===== src/rtl/ioexp_fifo.sv =====
// 8243-style nibble I/O expander bridging the meter PROG/P2 bus to byte FIFOs on the UART side.
// Optional sticky error flags are built when IOEXP_ERR_EN is defined.
module ioexp_fifo #(
  parameter int unsigned TX_DEPTH    = 8,
  parameter int unsigned RX_DEPTH    = 8,
  parameter int unsigned SYNC_STAGES = 2
) (
  input  logic       clk,
  input  logic       rst_n,
  input  logic [3:0] p2i,
  output logic [3:0] p2o,
  output logic       p2_oe,
  input  logic       prog_n,
  input  logic [7:0] tx_wdata,
  input  logic       tx_wvalid,
  output logic       tx_wready,
  output logic [7:0] rx_rdata,
  output logic       rx_rvalid,
  input  logic       rx_rready,
  output logic [1:0] err,
  input  logic       err_clr
);
  localparam int unsigned TxAw = $clog2(TX_DEPTH);
  localparam int unsigned RxAw = $clog2(RX_DEPTH);

  typedef enum logic [0:0] {StIdle, StActive} state_e;

  logic [SYNC_STAGES-1:0]      prog_sync_q;
  logic [SYNC_STAGES-1:0][3:0] p2_sync_q;
  logic                        ps_prev_q;
  logic                        ps, prog_fall, prog_rise;
  logic [3:0]                  ds;

  // Sync chain resets to "PROG low" so a strobe held through reset never looks like a fall.
  always_ff @(posedge clk or negedge rst_n) begin
    if (!rst_n) begin
      prog_sync_q <= '0;
      p2_sync_q   <= '0;
      ps_prev_q   <= 1'b0;
    end else begin
      prog_sync_q <= {prog_sync_q[SYNC_STAGES-2:0], prog_n};
      p2_sync_q   <= {p2_sync_q[SYNC_STAGES-2:0], p2i};
      ps_prev_q   <= ps;
    end
  end

  assign ps        = prog_sync_q[SYNC_STAGES-1];
  assign ds        = p2_sync_q[SYNC_STAGES-1];
  assign prog_fall = ps_prev_q & ~ps;
  assign prog_rise = ~ps_prev_q & ps;

  state_e state_q, state_d;
  logic   latch, exec;

  always_ff @(posedge clk or negedge rst_n) begin
    if (!rst_n) state_q <= StIdle;
    else        state_q <= state_d;
  end

  always_comb begin
    state_d = state_q;
    unique case (state_q)
      StIdle:   if (prog_fall) state_d = StActive;
      StActive: if (prog_rise) state_d = StIdle;
      default:  state_d = StIdle;
    endcase
  end

  always_comb begin
    latch = (state_q == StIdle) && prog_fall;
    exec  = (state_q == StActive) && prog_rise;
  end

  logic [1:0] cmd_q, cmd_d, addr_q, addr_d, rd_addr;
  logic       rd_pend_q, rd_pend_d;
  logic [3:0] p2o_q, p2o_d, p7_q, p7_d, p7_prev_q, rx_lo_q, rx_lo_d, rx_hi_q, rx_hi_d;
  logic [3:0] p6, rd_val;
  logic [7:0] tx_head;

  logic [TxAw:0] tx_wptr_q, tx_rptr_q;
  logic [RxAw:0] rx_wptr_q, rx_rptr_q;
  logic [7:0]    tx_mem [TX_DEPTH];
  logic [7:0]    rx_mem [RX_DEPTH];
  logic          tx_empty, tx_full, rx_empty, rx_full;
  logic          tx_push, tx_pop, rx_push, rx_pop;
  logic          hs_pop, hs_push, tx_unf_set, rx_ovf_set;

  assign p6      = {rx_full, 1'b1, 1'b0, tx_empty};
  assign tx_head = tx_empty ? 8'h00 : tx_mem[tx_rptr_q[TxAw-1:0]];
  assign rd_addr = latch ? ds[1:0] : addr_q;

  always_comb begin
    rd_val = 4'h0;
    unique case (rd_addr)
      2'd0:    rd_val = tx_head[3:0];
      2'd1:    rd_val = tx_head[7:4];
      2'd2:    rd_val = p6;
      default: rd_val = 4'h0;
    endcase
  end

  always_comb begin
    cmd_d     = cmd_q;
    addr_d    = addr_q;
    rd_pend_d = rd_pend_q;
    p2o_d     = p2o_q;
    p7_d      = p7_q;
    rx_lo_d   = rx_lo_q;
    rx_hi_d   = rx_hi_q;
    if (latch) begin
      cmd_d     = ds[3:2];
      addr_d    = ds[1:0];
      rd_pend_d = (ds[3:2] == 2'b00);
      if (ds[3:2] == 2'b00) p2o_d = rd_val;
    end else if (rd_pend_q) begin
      // Keep the driven nibble tracking the FIFO/status while the meter holds PROG low.
      p2o_d = rd_val;
    end
    if (exec) begin
      rd_pend_d = 1'b0;
      unique case (cmd_q)
        2'b01: begin
          unique case (addr_q)
            2'd0:    rx_lo_d = ds;
            2'd1:    rx_hi_d = ds;
            2'd3:    p7_d    = ds;
            default: ;
          endcase
        end
        2'b10:   if (addr_q == 2'd3) p7_d = p7_q | ds;
        2'b11:   if (addr_q == 2'd3) p7_d = p7_q & ds;
        default: ;
      endcase
    end
  end

  always_ff @(posedge clk or negedge rst_n) begin
    if (!rst_n) begin
      cmd_q     <= 2'b00;
      addr_q    <= 2'b00;
      rd_pend_q <= 1'b0;
      p2o_q     <= 4'h0;
      p7_q      <= 4'hF;
      p7_prev_q <= 4'hF;
      rx_lo_q   <= 4'h0;
      rx_hi_q   <= 4'h0;
    end else begin
      cmd_q     <= cmd_d;
      addr_q    <= addr_d;
      rd_pend_q <= rd_pend_d;
      p2o_q     <= p2o_d;
      p7_q      <= p7_d;
      p7_prev_q <= p7_q;
      rx_lo_q   <= rx_lo_d;
      rx_hi_q   <= rx_hi_d;
    end
  end

  assign p2o   = p2o_q;
  assign p2_oe = rd_pend_q & ~prog_n;

  // p7_prev_q lags p7_q by one clk, so each falling handshake bit yields a single-clk strobe.
  assign hs_pop     = p7_prev_q[1] & ~p7_q[1];
  assign hs_push    = p7_prev_q[2] & ~p7_q[2];
  assign tx_pop     = hs_pop & ~tx_empty;
  assign tx_unf_set = hs_pop & tx_empty;
  assign rx_push    = hs_push & ~rx_full;
  assign rx_ovf_set = hs_push & rx_full;
  assign tx_push    = tx_wvalid & tx_wready;
  assign rx_pop     = rx_rvalid & rx_rready;

  assign tx_empty = (tx_wptr_q == tx_rptr_q);
  assign tx_full  = (tx_wptr_q[TxAw] != tx_rptr_q[TxAw]) &&
                    (tx_wptr_q[TxAw-1:0] == tx_rptr_q[TxAw-1:0]);
  assign rx_empty = (rx_wptr_q == rx_rptr_q);
  assign rx_full  = (rx_wptr_q[RxAw] != rx_rptr_q[RxAw]) &&
                    (rx_wptr_q[RxAw-1:0] == rx_rptr_q[RxAw-1:0]);

  always_ff @(posedge clk or negedge rst_n) begin
    if (!rst_n) begin
      tx_wptr_q <= '0;
      tx_rptr_q <= '0;
      rx_wptr_q <= '0;
      rx_rptr_q <= '0;
    end else begin
      tx_wptr_q <= tx_wptr_q + (TxAw+1)'(tx_push);
      tx_rptr_q <= tx_rptr_q + (TxAw+1)'(tx_pop);
      rx_wptr_q <= rx_wptr_q + (RxAw+1)'(rx_push);
      rx_rptr_q <= rx_rptr_q + (RxAw+1)'(rx_pop);
    end
  end

  always_ff @(posedge clk) begin
    if (tx_push) tx_mem[tx_wptr_q[TxAw-1:0]] <= tx_wdata;
    if (rx_push) rx_mem[rx_wptr_q[RxAw-1:0]] <= {rx_hi_q, rx_lo_q};
  end

  assign tx_wready = ~tx_full;
  assign rx_rvalid = ~rx_empty;
  assign rx_rdata  = rx_empty ? 8'h00 : rx_mem[rx_rptr_q[RxAw-1:0]];

`ifdef IOEXP_ERR_EN
  logic [1:0] err_q, err_d;

  // Set wins over a coincident clear.
  always_comb begin
    err_d = err_q;
    if (err_clr) err_d = 2'b00;
    err_d = err_d | {rx_ovf_set, tx_unf_set};
  end

  always_ff @(posedge clk or negedge rst_n) begin
    if (!rst_n) err_q <= 2'b00;
    else        err_q <= err_d;
  end

  assign err = err_q;
`else
  logic unused_err;
  assign unused_err = ^{err_clr, rx_ovf_set, tx_unf_set};
  assign err        = 2'b00;
`endif

endmodule

===== config.mk =====
export PLATFORM = sky130hd
export DESIGN_NAME = ioexp_fifo
export DESIGN_NICKNAME = d
export VERILOG_FILES = /design/src/rtl/ioexp_fifo.sv
export SDC_FILE = /design/constraint.sdc
export NUM_CORES = 1
export LEC_CHECK = 0
export BUFFER_PORTS_ARGS = -buffer_cell sky130_fd_sc_hd__buf_2
export CAP_MARGIN = 10
export CORE_ASPECT_RATIO = 2
export CORE_MARGIN = 2
export CORE_UTILIZATION = 50
export CTS_CLUSTER_SIZE = 10
export DETAILED_ROUTE_END_ITERATION = 12
export PLACE_DENSITY = 0.68
export SETUP_SLACK_MARGIN = 0.2
export SYNTH_ARGS = -nofsm -noshare
export SYNTH_HDL_FRONTEND = slang
export SYNTH_SLANG_ARGS = --single-unit

===== constraint.sdc =====
create_clock -name clk -period 6.1 [get_ports clk]
set_input_delay 1.22 -clock clk [delete_from_list [all_inputs] [get_ports clk]]
set_output_delay 1.22 -clock clk [all_outputs]
set_load 0.02 [all_outputs]

; ---- After elaboration in Yosys (flattened, before gate mapping)
; Memory sizes are Yosys's and may differ from the RTL's.
; Cells that the tools add are included.
; W data, S select, Z words.
[word_totals]
n_memories = 2
ram_bits = 128
ff_bits = 52
word_cells = 95
output_inout_bits = 17
[memory_table]
columns = memory, words, word_bits, rd, rd_clocked_by_memory_dff, wr, line_no
row1 = rx_mem, 8, 8, 1, 0, 1, 83  ; logic [7:0] rx_mem [RX_DEPTH];
row2 = tx_mem, 8, 8, 1, 0, 1, 82  ; logic [7:0] tx_mem [TX_DEPTH];
[op_classes]
reduce_logical = 14
n_eq_ne = 17
n_bitwise = 21
n_addsub = 4
mux = 20
[ops]
columns = operator, count
row1 = $mux W4, 6
row2 = $pmux W4 S3, 2
row3 = $add A4 B1 Y4, 4
row4 = $mux W8, 2
row5 = $not A1 Y1, 10
row6 = $and A1 B1 Y1, 9
row7 = $eq A2 B2 Y1 const B, 4
row8 = $eq A4 B4 Y1, 2
row9 = $mux W1, 8
row10 = $eq A2 B1 Y1 const B, 3
row11 = $eq A3 B3 Y1, 2
row12 = $logic_not A2 Y1, 3
row13 = $ne A2 B2 Y1 const B, 3
row14 = $reduce_and A3 Y1, 2
row15 = $reduce_and A5 Y1, 1
row16 = $and A4 B4 Y4, 1
row17 = $logic_and A1 B1 Y1, 4
row18 = $or A4 B4 Y4, 1
row19 = $reduce_bool A2 Y1, 2
row20 = $reduce_bool A3 Y1, 1
row21 = $mux W2, 1
row22 = $ne A1 B1 Y1, 2
row23 = $ne A2 B1 Y1 const B, 1
row24 = $pmux W1 S2, 1
row25 = $reduce_and A2 Y1, 1

; ---- Longest topological paths before layout
[depth]
depth_word = 8
mapped_depth = 8
ltp_nobuf = 6

; ---- Least setup slack after synthesis
; Ideal clock, no wire load.
[synth_path]
path_type = register to output
startpoint = reg rx_rptr_q[0]
endpoint = out rx_rdata[5]
setup_slack_ps = 3233
arrival_ps = 1647
t_required_ps = 4880
path_stages_with_launch = 6
path_cell_list = dfrtp_1 -> buf_2 -> buf_2 -> mux4_2 -> mux2i_1 -> nor2_1
[synth_between]
elab_chain_len = 2
elab_cells_between_ends = 3
cone_classes = eq/ne: 1 / mux: 1 / memory: 1
[synth_rtl]
columns = item, line_no
row1 = from (decl), 81  ; logic [RxAw:0] rx_wptr_q, rx_rptr_q;
row2 = from (signal assigned), 189  ; rx_rptr_q <= rx_rptr_q + (RxAw+1)'(rx_pop);
row3 = $mem_v2 Z8 W8 or $eq A4 B4 Y1 (tied branches), n/a
row4 = $mux W8 *, 200  ; assign rx_rdata = rx_empty ? 8'h00 : rx_mem[rx_rptr_q[RxAw-1:0]];
row5 = to (decl), 17  ; output logic [7:0] rx_rdata,
; Every way passes the cells marked *; elsewhere a longest branch is shown, timed or not.

; ---- Worst setup path after layout
[layout_path]
startpoint = reg rx_rptr_q[1]
endpoint = out rx_rdata[4]
; The elaborated chain is that of the path after synthesis.

==> reports/results.ini <==
[logic_synthesis]
synthCells = 362
synth-seq-cells = 177
synth_edf_count = 128
ys_types = 40
ys.flop_type = edfxtp_1
ys_seq_area_frac = 0.731
syn_area_per_cell_um2 = 19.2
synthArstFlopShare = 0.277
synth_warnings = 0
synthesis.area_mm2 = 0.00694

[timing]
max_freq_mhz = 250
setup_ws_ns = 2.10
rsz0062_at_grt = false
max_slew_margin = 0.282
finalCriticalPeriod_ns = 4.00
hold_violations = 0
maxSlewViolCount = 0
final-setup-viol-count = 0
setup_tns_ns = 0
tightest_slew_ns = 1.08
skew_ns = 0.0105
post-route-period-util = 0.655

[place]
hpwl_um = 8260
portBuffers = 31
dpl_worst_slack_ns = 2.43
gp_congestion = 0.761
place_area_mm2 = 0.00725

[worst_setup_path]
worstSetupPathType = reg2out
worstPathRequired_ns = 4.88
critPathMaxFanout = 19
cp-start-kind = flip-flop
endpoint_kind = output port
crit_arrival_ns = 2.78

[layout]
nets = 428
antenna_cells = 0
final_area_mm2 = 0.00782
multi_input_area_mm2 = 0.00180
syn_to_final_growth_pct = 12.7
fillers = 1009
fin_util = 0.579
regArea_mm2 = 0.00507
drive_above_1_share = 0.277

[floorplanning]
die_w_um = 87.3
rows = 60
start_util = 0.514
die_h_um = 171
dieArea_mm2 = 0.0149
pin_count = 35
core_mm2 = 0.0135

[flow_run]
drv_cap = 0

[drt]
drtIter0Drc = 160
drc = 0
drt-vias-per-instance = 5.72
ant_nets = 0
finalWirelength_um = 11800
dr.pass1.iters = 7
routed-via-count = 3260
wl_per_cell_um = 20.7

[min_path]
min_path_type = reg2reg

[clock_network]
holdBufCountCts = 0
cts_resized = 0
cts_tree = done
post_cts_buffers = 0
clockBufferDepth = 2
clock_sinks = 177
cts_buffers = 17
cts_root_buf = clkbuf_16
htreeDepth = 4
clk_latency_ns = 0.42
cts.clk_slew.worst_paths_ns = 0.07

[global_route]
grt_pass1_wl_um = 18800
grt_use_total = 0.175
grt_overflow = 0
grt_pass1_vias = 3426
grt_max_degree = 50
antenna_found_initial = 0

[pwr]
peakVddDrop_mv = 0.235
cellLeakagePower_nw = 2.84
total_power_w = 0.00350
powerDensity_mw_per_mm2 = 447

[run_status]
status = finished clean

==> critical path, cell delays in order, from the launching register on <==
cell     delay [ns]
dfrtp_1        0.88
xor2_1         0.27
nor4_2         0.90
nor2_1         0.10
buf_2          0.20
==> per-stage QoR <==
step	hold WS [ns]	std cells
after floorplan	0.331	363
after global placement	0.339	538
after detailed placement	0.335	538
after CTS	0.349	570
after global routing	0.360	570
final	0.349	570
==> cells by family after synthesis <==
family | synth area share
AOI/OAI and AO/OA | 0.0108
xor gates and xnor gates | 0.0227
adders and majority gates | 0.0144
buffers and inverters | 0.0121
DFF | 0.731
muxes | 0.156
other | 0.000540
and+or+nand+nor | 0.0525
==> area by class of cell <==
cell class,count,share of cell area
multi-input combinational,169,0.230
clock inverter,14,0.0176
clock buffer,18,0.0549
inverter,3,0.00144
timing repair buffer,34,0.0227
sequential,177,0.649
tap,155,0.0248
==> per-layer routing <==
layer	routed length, um	global-route usage	vias up
met5	0	0	-
met4	245	0.0696	0
met3	240	0.0333	18
met2	7210	0.335	66
met1	4120	0.180	1668
li1	-	-	1508
==> worst paths after layout <==
kind	from	endpoint	slack [ns]	depth (start not counted)
max	rx_rptr_q[1]	rx_rdata[4]	2.10	4
min	p2_sync_q[3]	ds[3]	0.35	0
max reg2reg	rx_rptr_q[1]	rx_rptr_q[2]	3.21	6
min reg2reg	p2_sync_q[3]	ds[3]	0.35	0
max in group asynchronous	rst_n	addr_q[0]	4.43	1
min in group asynchronous	rst_n	rx_hi_q[2]	1.01	1
==> cell usage after synthesis (all sizes together) (3+ instances only) <==
cell	instances	area share
nand4	4	0.0036
mux2	14	0.023
edfxtp	128	0.55
nand3	5	0.0036
nand2b	8	0.0072
mux2i	11	0.016
ha	8	0.014
buf	10	0.0083
xor2	10	0.013
dfstp	4	0.015
nor2	32	0.017
clkbuf	4	0.0022
xnor2	8	0.010
nor2b	3	0.0027
mux4	35	0.12
dfrtp	45	0.16
inv	3	0.0016
nand2	5	0.0027
nor3	5	0.0036
==> cell usage in the layout (no fill, tap or decap), types with 4 or more instances in the layout <==
| master | count |
|---|---|
| dfrtp_1 | 45 |
| xnor2_1 | 8 |
| nand2b_1 | 8 |
| buf_2 | 31 |
| clkbuf_16 | 17 |
| nand2_1 | 5 |
| ha_1 | 8 |
| dfstp_2 | 4 |
| inv_6 | 5 |
| mux4_2 | 28 |
| mux2_2 | 14 |
| mux2i_1 | 11 |
| edfxtp_1 | 128 |
| nor2_1 | 32 |
| nand3_1 | 5 |
| nand4_1 | 4 |
| xor2_1 | 10 |
| inv_8 | 4 |
| mux4_1 | 7 |
==> where the power goes <==
part	switching, W	internal (W)	leakage, nW
Combinational	0.000376	0.000381	0.802
Clock	0.000485	0.000544	0.273
Sequential	0.000215	0.00150	1.77
No activity file was read; power rests on OpenSTA's default activity.
